## config.mk

```make
export PLATFORM = sky130hd
export DESIGN_NAME = pit_timer_flat
export DESIGN_NICKNAME = d
export VERILOG_FILES = /design/src/rtl/pit_if.sv /design/src/rtl/pit_timer.sv /design/src/flat_wrapper.sv
export SDC_FILE = /design/constraint.sdc
export NUM_CORES = 1
export LEC_CHECK = 0
export BUFFER_PORTS_ARGS = -buffer_cell sky130_fd_sc_hd__buf_4
export CORE_AREA = 3 3 82 84
export DETAILED_ROUTE_END_ITERATION = 8
export DIE_AREA = 0 0 85 87
export PLACE_DENSITY = 0.8
export SLEW_MARGIN = 25
export SYNTH_ARGS = -nofsm -noshare
export SYNTH_HDL_FRONTEND = slang
export SYNTH_SLANG_ARGS = --single-unit
```

## constraint.sdc

```tcl
create_clock -name clk -period 4.2 [get_ports clk]
set_input_delay 0.21 -clock clk [delete_from_list [all_inputs] [get_ports clk]]
set_output_delay 0.21 -clock clk [all_outputs]
set_load 0.01 [all_outputs]
```

## src/rtl/pit_if.sv

```systemverilog
// Bus bundle between the interrupt-controller side and the programmable interval timer.
// The master drives the write/ack strobes and the slave returns the live counts and interrupt flags.
interface pit_if;
  logic [15:0] din;
  logic        pre_wr;
  logic        div_wr;
  logic        int_ack;
  logic [15:0] pre_q;
  logic [15:0] div_q;
  logic        pit_int;
  logic        int_pend;

  modport master (
    output din, pre_wr, div_wr, int_ack,
    input  pre_q, div_q, pit_int, int_pend
  );

  modport slave (
    input  din, pre_wr, div_wr, int_ack,
    output pre_q, div_q, pit_int, int_pend
  );
endinterface

```

## src/rtl/pit_timer.sv

```systemverilog
// Programmable interval timer: a 16-bit prescaler whose borrow steps a 16-bit divider.
// The divider's terminal count produces a one-cycle interrupt pulse and a sticky pending flag.
module pit_timer (
  input  logic  clk,
  input  logic  resl,
  pit_if.slave  bus
);

  logic [15:0] pre_rld;
  logic [15:0] div_rld;
  logic [15:0] pre_cnt;
  logic [15:0] div_cnt;
  logic        pit_int_r;
  logic        int_pend_r;

  logic run;
  logic pre_bo;
  logic term;
  logic fire;

  // NOTE: borrow and term come from the pre-write state, so a write never hides a borrow already due.
  assign run    = (pre_rld != 16'd0);
  assign pre_bo = run && (pre_cnt == 16'd0);
  assign term   = pre_bo && (div_cnt == 16'd0);
  assign fire   = term && !bus.div_wr;

  // NOTE: all state is registered with non-blocking assignments so every flop sees pre-edge values.
  always_ff @(posedge clk or negedge resl) begin
    if (!resl) begin
      pre_rld    <= 16'd0;
      div_rld    <= 16'd0;
      pre_cnt    <= 16'd0;
      div_cnt    <= 16'd0;
      pit_int_r  <= 1'b0;
      int_pend_r <= 1'b0;
    end else begin
      if (bus.pre_wr) begin
        pre_rld <= bus.din;
        pre_cnt <= bus.din;
      end else if (run) begin
        pre_cnt <= (pre_cnt == 16'd0) ? pre_rld : pre_cnt - 16'd1;
      end

      if (bus.div_wr) begin
        div_rld <= bus.din;
        div_cnt <= bus.din;
      end else if (pre_bo) begin
        div_cnt <= (div_cnt == 16'd0) ? div_rld : div_cnt - 16'd1;
      end

      pit_int_r <= fire;

      // NOTE: a terminal count landing with int_ack keeps the flag set; the ack only clears it otherwise.
      if (fire) begin
        int_pend_r <= 1'b1;
      end else if (bus.int_ack) begin
        int_pend_r <= 1'b0;
      end
    end
  end

  assign bus.pre_q    = pre_cnt;
  assign bus.div_q    = div_cnt;
  assign bus.pit_int  = pit_int_r;
  assign bus.int_pend = int_pend_r;

endmodule

```

## src/flat_wrapper.sv

```systemverilog
// flat-port wrapper written by rule: the top's interface ports become plain ports
module pit_timer_flat 
  (clk, resl, bus_din, bus_pre_wr, bus_div_wr, bus_int_ack, bus_pre_q, bus_div_q, bus_pit_int, bus_int_pend);
  pit_if bus_i ();
  input  logic clk;
  input  logic resl;
  input wire logic [$bits(bus_i.din)-1:0] bus_din;
  input wire logic [$bits(bus_i.pre_wr)-1:0] bus_pre_wr;
  input wire logic [$bits(bus_i.div_wr)-1:0] bus_div_wr;
  input wire logic [$bits(bus_i.int_ack)-1:0] bus_int_ack;
  output wire logic [$bits(bus_i.pre_q)-1:0] bus_pre_q;
  output wire logic [$bits(bus_i.div_q)-1:0] bus_div_q;
  output wire logic [$bits(bus_i.pit_int)-1:0] bus_pit_int;
  output wire logic [$bits(bus_i.int_pend)-1:0] bus_int_pend;
  assign bus_i.din = bus_din;
  assign bus_i.pre_wr = bus_pre_wr;
  assign bus_i.div_wr = bus_div_wr;
  assign bus_i.int_ack = bus_int_ack;
  assign bus_pre_q = bus_i.pre_q;
  assign bus_div_q = bus_i.div_q;
  assign bus_pit_int = bus_i.pit_int;
  assign bus_int_pend = bus_i.int_pend;
  pit_timer u_core (.clk(clk), .resl(resl), .bus(bus_i));
endmodule
```

### Yosys cells after proc, flatten, opt, wreduce, memory -nomap -nowiden

Index checks and enable logic that the tools add are counted.

| storage, ports and cells | value |
|---|---|
| bits in registers | 66 |
| latch bits | 0 |
| memory bits (writable) | 0 |
| bits in read-only memories | 0 |
| input bits | 21 |
| output and inout bits | 34 |
| word-level logic and storage cells | 26 |
| memories | 0 |

| operators by class | value |
|---|---|
| add/subtract/negate cells | 2 |
| multipliers | 0 |
| divide/modulo/power cells | 0 |
| magnitude comparators | 0 |
| equal/unequal tests | 0 |
| shifts and indexed selects | 0 |
| muxes and demuxes | 8 |
| bitwise logic cells | 0 |
| reductions and logical operators | 10 |

Operators by type and width:

| kind | count |
|---|---|
| 16-bit 2-to-1 mux | 6 |
| 16-bit zero test | 2 |
| 16-bit by 1-bit subtractor with 16-bit output, second input constant | 2 |
| 16-bit nonzero test | 1 |
| 2-bit nonzero test | 3 |
| 1-bit logical AND | 3 |
| 1-bit 2-to-1 mux | 2 |
| 1-bit zero test | 1 |

### Depth between registers and ports, before layout

Gate-level depths: netlist of the first run.

| depth | value |
|---|---|
| depth after elaboration | 5 |
| depth in mapped cells | 9 |
| depth with buffers taken out | 7 |

### Worst setup path after synthesis of the first run

No wires, ideal clock.

| path | value |
|---|---|
| path type | flip-flop to flip-flop |
| start | register u_core.pre_cnt[2] (netlist: u_core.bus.pre_q[2]) |
| end | register u_core.div_cnt[6] (netlist: u_core.bus.div_q[6]) |
| library setup time | 0.124 ns |
| arrival time | 2.247 ns |
| required time | 4.076 ns |
| path slack | 1.829 ns |
| stages on the path, launching flop included | 8 |
| buffers on the path | 2 |
| period minus slack after synthesis | 2.371 ns |
| cell sequence | dfrtp_1 or4_4 or4_1 buf_4 nor2_4 buf_6 a21oi_1 a211o_1 |

| on the way | value |
|---|---|
| word-level cells in the longest chain between the ends | 3 |

Ends and longest elaborated chain:

| element | RTL line | RTL |
|---|---|---|
| start, declared | pit_timer.sv:11 | `logic [15:0] pre_cnt;` |
| start signal, assigned | pit_timer.sv:39 | `pre_cnt <= bus.din;` |
| start signal, assigned | pit_timer.sv:41 | `pre_cnt <= (pre_cnt == 16'd0) ? pre_rld : pre_cnt - 16'd1;` |
| 16-bit zero test | pit_timer.sv:23 | `assign pre_bo = run && (pre_cnt == 16'd0);` |
| 1-bit logical AND | pit_timer.sv:23 |  |
| 2-bit nonzero test (no line) | -- |  |
| end signal, assigned | pit_timer.sv:46 | `div_cnt <= bus.din;` |
| end signal, assigned | pit_timer.sv:48 | `div_cnt <= (div_cnt == 16'd0) ? div_rld : div_cnt - 16'd1;` |
| end, declared | pit_timer.sv:12 | `logic [15:0] div_cnt;` |

No other way between the ends.
A chain may end at the register's enable or synchronous reset.

### Final worst setup path of the first run

| path | value |
|---|---|
| start | register u_core.pre_cnt[11] (netlist: u_core.bus.pre_q[11]) |
| end | register u_core.div_cnt[0] (netlist: u_core.bus.div_q[0]) |

Same word-level chain as after synthesis.

==> metrics, run 1 <==
Port Buffers=54; Gate Count Post-Synth=roughly 400; sw frac=29.1%; Vias/cell=about 6.6; num ports=55; internal cell power=1.13 mW; CP Capture Type=flip-flop; FP Rows=28; max_cap viols=0; TritonRoute pass-1 iters=5; largest net degree at the start of global routing=67; Post-synth ARST share=100%; P per Cell Area=368 nW/µm²; clock latency on the worst-skew pair=0.34 ns; Worst EP required=4.43 ns; Worst-Margin Slew=0.852 ns; synth warn=0; routed via count=3474; Worst Hold Class=in2async; CTS buffer count=9; Peak supply drop=between 0.2 and 0.3 mV; CTS resizes=0; initial cell density of the core=between 60% and 70%; switching pwr=approximately 0.46 mW; HPWL Detailed=6760 µm; fin crit period=3.11 ns; Syn Area/Cell=9.15 µm²; DRT antenna net count=0; clock transition at the registers of the reported paths=0.07 ns; CP startpoint kind=flip-flop; Crit Path Category=reg2reg; clk buf depth=2; drc violations=0; first-pass GRT wire length=16400 µm; Nets=472; sequential power share=48.5%; commonest non-fill, non-tap cell in the layout=dfrtp_1; share of layout cells above drive strength 1=21.7%; Post-synth EDFFs=0; Yosys top cell by area=dfrtp_1; DR WL/cell=about 19 µm; maximum fanout along the worst path=19; cell area after synthesis=3680 µm²; Area contributors post-synth=dfrtp_1 45%, o21ai_0 6.0%, mux2_2 4.9%; status=complete, but fails checks; initial antenna violation count=0; H-tree depth=3; Worst EP arrival=approximately 3.3 ns; syn_nets=roughly 430; final wirelength=9970 µm; Unique masters post-synth=56; number of diodes=0; chip width=85 µm; Rel. slew slack=~43%; DIE AREA=7400 µm²; fillers=471; Final Hold Violating Endpoints=50; Comb power frac=between 10% and 20%; final setup TNS=0 ns; clock share of power=between 30% and 40%; gr usage total=28.1%; grt ovf=0; Synth Register Bits=66; top cell type's share of synthesized area=44.9%; ys flop type=dfrtp_1; commonest cells after routing, fill and taps aside=66 x dfrtp_1, 58 x buf_4, 44 x o21ai_0; FMAX=roughly 320 MHz; GPL Wtd Cong=0.923; die height=about 87 µm; clock skew=0.0115 ns; Hold Buf Count CTS=0; P&R area growth vs syn=17.5%; final-report setup violation count=0; DR iter-0 viols=361; failing checks=hold timing; WHS=-0.0385 ns; Slew Viols, Final=0; RSZ-0062 raised after global routing=false; fin crit share=73.9%; Leak=around 1.9 nW; Root Driver=clkbuf_8; Post-CTS Setup Repair Bufs=0; vias in the first global route=~3200; clock sinks=66; CTS tree=yes; core area=5990 µm²; Seq/Total Area, Yosys=roughly 45%
[per-stage QoR]
step / total power, mW / worst slack (ns) / instance area [µm²] / instances / utilization [%]
after floorplan: 0.913 / 1.83 / 3680 / 402 / -
after global placement: 1.04 / 1.29 / 4110 / 511 / 68.6
after detailed placement: 1.05 / 1.19 / 4110 / 511 / 68.6
after CTS: 1.59 / 1.16 / 4310 / 527 / 72.0
after global routing: 1.67 / 0.760 / 4320 / 527 / 72.1
final: 1.59 / 1.09 / 4320 / 527 / 72.1
[final cells by class]
cell class	count	area [µm²]	share of cell area (%)
multi-input combinational	284	1830	42.4
sequential	66	1650	38.2
timing repair buffer	58	435	10.1
clock buffer	11	151	3.50
inverter	28	105	2.43
tap	75	93.8	2.17
clock inverter	5	52.6	1.22
[per-layer routing]
metal | track usage, % | wire (µm)
met1 | 39.5 | 4200
met2 | 44.2 | 4700
met3 | 6.05 | 837
met4 | 8.20 | 234
met5 | 0 | 0
[final timing paths]
kind,start,end,slack (ns),cells past startpoint
min in group clk,bus_din[4],u_core.bus.pre_q[4],0.11,3
max in group asynchronous,resl,u_core.bus.pre_q[2],3.68,1
max,u_core.bus.pre_q[11],u_core.bus.div_q[0],1.09,5
min,resl,u_core.div_rld[13],-0.04,1
max reg2reg,u_core.bus.pre_q[11],u_core.bus.div_q[0],1.09,5
min reg2reg,u_core.bus.int_pend,u_core.bus.int_pend,0.51,1
[sequential cells by signal, summed over array words and instances (netlist names)]
name                 count
u_core.bus.div_q        16
u_core.bus.pre_q        16
u_core.div_rld          16
u_core.pre_rld          16
u_core.bus.int_pend      1
u_core.bus.pit_int       1
[power groups by stage]
stage	Clock, mW	Sequential (mW)	Combinational [mW]
floorplan	0	0.772	0.141
global placement	0	0.775	0.261
detailed placement	0	0.779	0.267
CTS	0.553	0.768	0.269
global route	0.589	0.781	0.299
finish	0.549	0.771	0.268
[cell usage after synthesis, drive strengths merged, types with 3 or more instances]
master / n
mux2: 16
o21a: 4
xor2: 3
xnor2: 5
o31ai: 5
a211oi: 4
a21o: 5
o21ai: 44
a221oi: 5
and3: 4
nand4: 6
inv: 28
ha: 4
a2111oi: 3
dfrtp: 66
or4: 8
nor2: 31
a22oi: 7
nor4: 14
buf: 6
nor3: 13
a2bb2oi: 3
a211o: 4
o211ai: 5
mux2i: 4
clkbuf: 18
nand2: 27
a31oi: 3
nand3: 18
a21oi: 12
[cell families (layout without fill, tap and decap cells)]
logic type	Yosys count	after routing	share of synthesized area [%]
and+or+nand+nor	135	135	19.3
AOI/OAI and AO/OA	117	117	20.9
DFF	66	66	44.9
buffers and inverters	52	102	5.65
muxes	20	20	5.99
xor gates and xnor gates	8	8	1.91
adders and majority gates	4	4	1.36
[critical path, cell delays in order, from the launching register on]
cell and delay, ns:
dfrtp_1 0.44, or4_1 0.68, or4_1 0.90, nor2_4 0.44, o21ai_0 0.15, a311o_1 0.38
No activity file was read; power rests on OpenSTA's default activity.
==> run 2, diff against run 1 <==
Settings changed: CORE_AREA 3 3 82 84 to 3 3 85 87, DIE_AREA 0 0 85 87 to 0 0 88 90, PLACE_DENSITY 0.8 to 0.75.
Clock period 4.2 ns to 3.2 ns, I/O delays scaled along.
==> run 2 against run 1 <==
The flow now finishes without violations. Non-clock buffer count grew 8. Clock skew shrank 0.0019 ns. Sequential power grew 31%. Combinational power grew 33%. Cell count grew 1.7%. Flip-flop and latch count is the same. Critical endpoint unchanged. Largest cell class unchanged. Largest power group unchanged. Highest routed layer unchanged.
==> metrics, run 2 (synthesis gave the netlist of run 1 again) <==
Worst EP required=3.43 ns (-1.00 ns); DRT antenna net count=0 (unchanged); die height=90 µm (+3.4%); gr usage total=25.9% (-2.2 points); Worst Hold Class=in2reg; worst path cell trace=or4_1, or4_1, nor2_4, o21ai_0, a311o_1; FP Rows=29 (+3.6%); core area=6420 µm² (+7.2%); first-pass GRT wire length=16100 µm (-1.5%); Peak supply drop=0.301 mV (+8.9%); Final Util=67.9% (-4.2 points); DR iter-0 viols=267 (-26%); initial antenna violation count=0 (unchanged); RSZ-0062 raised after global routing=false; clock transition at the registers of the reported paths=0.07 ns (about the same); fillers=580 (+23%); max_cap viols=0 (unchanged); DR WL/cell=19.0 µm (+0.68%); Worst-Margin Slew=0.925 ns (+0.0736 ns); Slew Viols, Final=0 (unchanged); fin crit period=2.66 ns (-0.442 ns); CP startpoint kind=flip-flop; Nets=480 (+1.7%); CP Capture Type=flip-flop; GPL Wtd Cong=0.908 (-1.7%); largest net degree at the start of global routing=67 (unchanged); clock share of power=33.6% (-1.0 points); crit-path leading delay family=simple AND/OR/NAND/NOR gates; number of diodes=0 (unchanged); final wirelength=10200 µm (+2.4%); drc violations=0 (unchanged); Final Hold Violating Endpoints=0 (-100%); internal cell power=1.46 mW (+29%); CTS resizes=0 (unchanged); HPWL Detailed=6980 µm (+3.2%); status=finished clean; clk buf depth=2 (unchanged); Leak=1.92 nW (+1.5%); initial cell density of the core=57.3% (-4.1 points); commonest non-fill, non-tap cell in the layout=dfrtp_1; Placed Cells incl. Taps=520 (+1.8%); share of layout cells above drive strength 1=22.0% (+0.32 points); chip width=88 µm (+3.5%); Post-CTS Setup Repair Bufs=0 (unchanged); slowest stage cell on the critical path=or4_1; final setup TNS=0 ns (unchanged); CTS buffer count=9 (unchanged); r2r setup slk=0.54 ns (-0.56 ns); Port Buffers=54 (unchanged); clock latency on the worst-skew pair=0.35 ns (about the same); grt ovf=0 (unchanged); Finished Layout Cells=536 (+1.7%); routed via count=3457 (-0.49%); num ports=55 (unchanged); clock skew=0.00953 ns (-0.00195 ns); TritonRoute pass-1 iters=5 (unchanged); Total Power=2.06 mW (+30%); sw frac=29.2% (+0.10 points); Root Driver=clkbuf_8; clock sinks=66 (unchanged); switching pwr=0.602 mW (+30%); Crit Path Category=reg2reg; Comb power frac=17.3% (+0.4 points); vias in the first global route=3183 (-0.93%); Rel. slew slack=38.1% (-4.9 points); fin crit share=83.2% (+9.3 points); sequential power share=49.1% (+0.6 points); final-report setup violation count=0 (unchanged); FMAX=375 MHz (+17%); Vias/cell=6.45 (-2.2%); DIE AREA=7920 µm² (+7.1%); WHS=0.0543 ns (+0.0928 ns); Worst EP arrival=2.89 ns (-0.44 ns); H-tree depth=3 (unchanged); slowest stage delay, CP=0.66 ns (-0.24 ns); CP bufs+invs=0 (unchanged); P per Cell Area=472 nW/µm² (+28%); maximum fanout along the worst path=12 (-7); commonest cells after routing, fill and taps aside=66 x dfrtp_1, 65 x buf_4, 44 x o21ai_0; P&R area growth vs syn=18.6%; crit-path most repeated cell=or4_1; CTS tree=yes
## run 2: cell count changes in the layout (fill, tap and decap cells not counted)
cell | previous run | this run
clkbuf_1 | 0 | 2
nor4_2 | 3 | 2
clkinv_2 | 3 | 2
buf_4 | 58 | 65
nor4_1 | 11 | 12
dlygate4sd3_1 | 0 | 1
clkinvlp_4 | 1 | 0
clkbuf_8 | 11 | 10
## run 2: power by group through the flow
stage / Sequential (mW) / Combinational [mW] / Clock, mW
global route: 1.02 / 0.392 / 0.730
global placement: 1.02 / 0.348 / 0
floorplan: 1.01 / 0.185 / 0
CTS: 1.01 / 0.357 / 0.698
finish: 1.01 / 0.356 / 0.691
detailed placement: 1.02 / 0.354 / 0
## run 2: cell type report
type                    count  area (µm²)  share of cell area, %
multi-input cells         284        1820                   41.8
well taps                  77        96.3                   2.21
clock inverters             3        40.0                  0.918
inverters                  28         105                   2.41
clock buffers              12         145                   3.33
flip-flops and latches     66        1650                   37.9
repair buffers             66         498                   11.4
## run 2: worst paths after layout
kind,start,end,cells after the start
setup / recovery,u_core.bus.pre_q[11],u_core.bus.div_q[0],5
hold / removal,bus_din[4],u_core.bus.pre_q[4],3
setup reg to reg,u_core.bus.pre_q[11],u_core.bus.div_q[0],5
hold reg to reg,u_core.bus.int_pend,u_core.bus.int_pend,1
max in group asynchronous,resl,u_core.bus.div_q[4],2
min in group asynchronous,resl,u_core.div_rld[13],2
## run 2: what timing repair did
| item | in CTS | in global routing |
|---|---|---|
| endpoints found under the setup margin | 0 | 0 |
| hold buffers | 1 | 0 |
| endpoints found under the hold margin | 66 | 0 |
## run 2: metrics by stage
step                area (µm²)  setup slack, ns
global route              4360            0.396
CTS                       4360            0.551
finish                    4360            0.537
global placement          4170            0.641
detailed placement        4170            0.564
floorplan                 3680            0.829
## run 2: metal layers
metal	wire, µm	part of all wire, %	global-route usage, %	up-vias
met3	591	5.8	4.20	19
met2	4850	47	41.3	139
met4	206	2.0	10.2	0
met5	0	0	0	-
met1	4560	45	34.9	1698
li1	-	-	-	1601
## run 2: worst register-to-register path: stages (launching register included)
cell     delay (ns)
dfrtp_1        0.44
or4_1          0.66
or4_1          0.59
nor2_4         0.35
o21ai_0        0.15
a311o_1        0.36
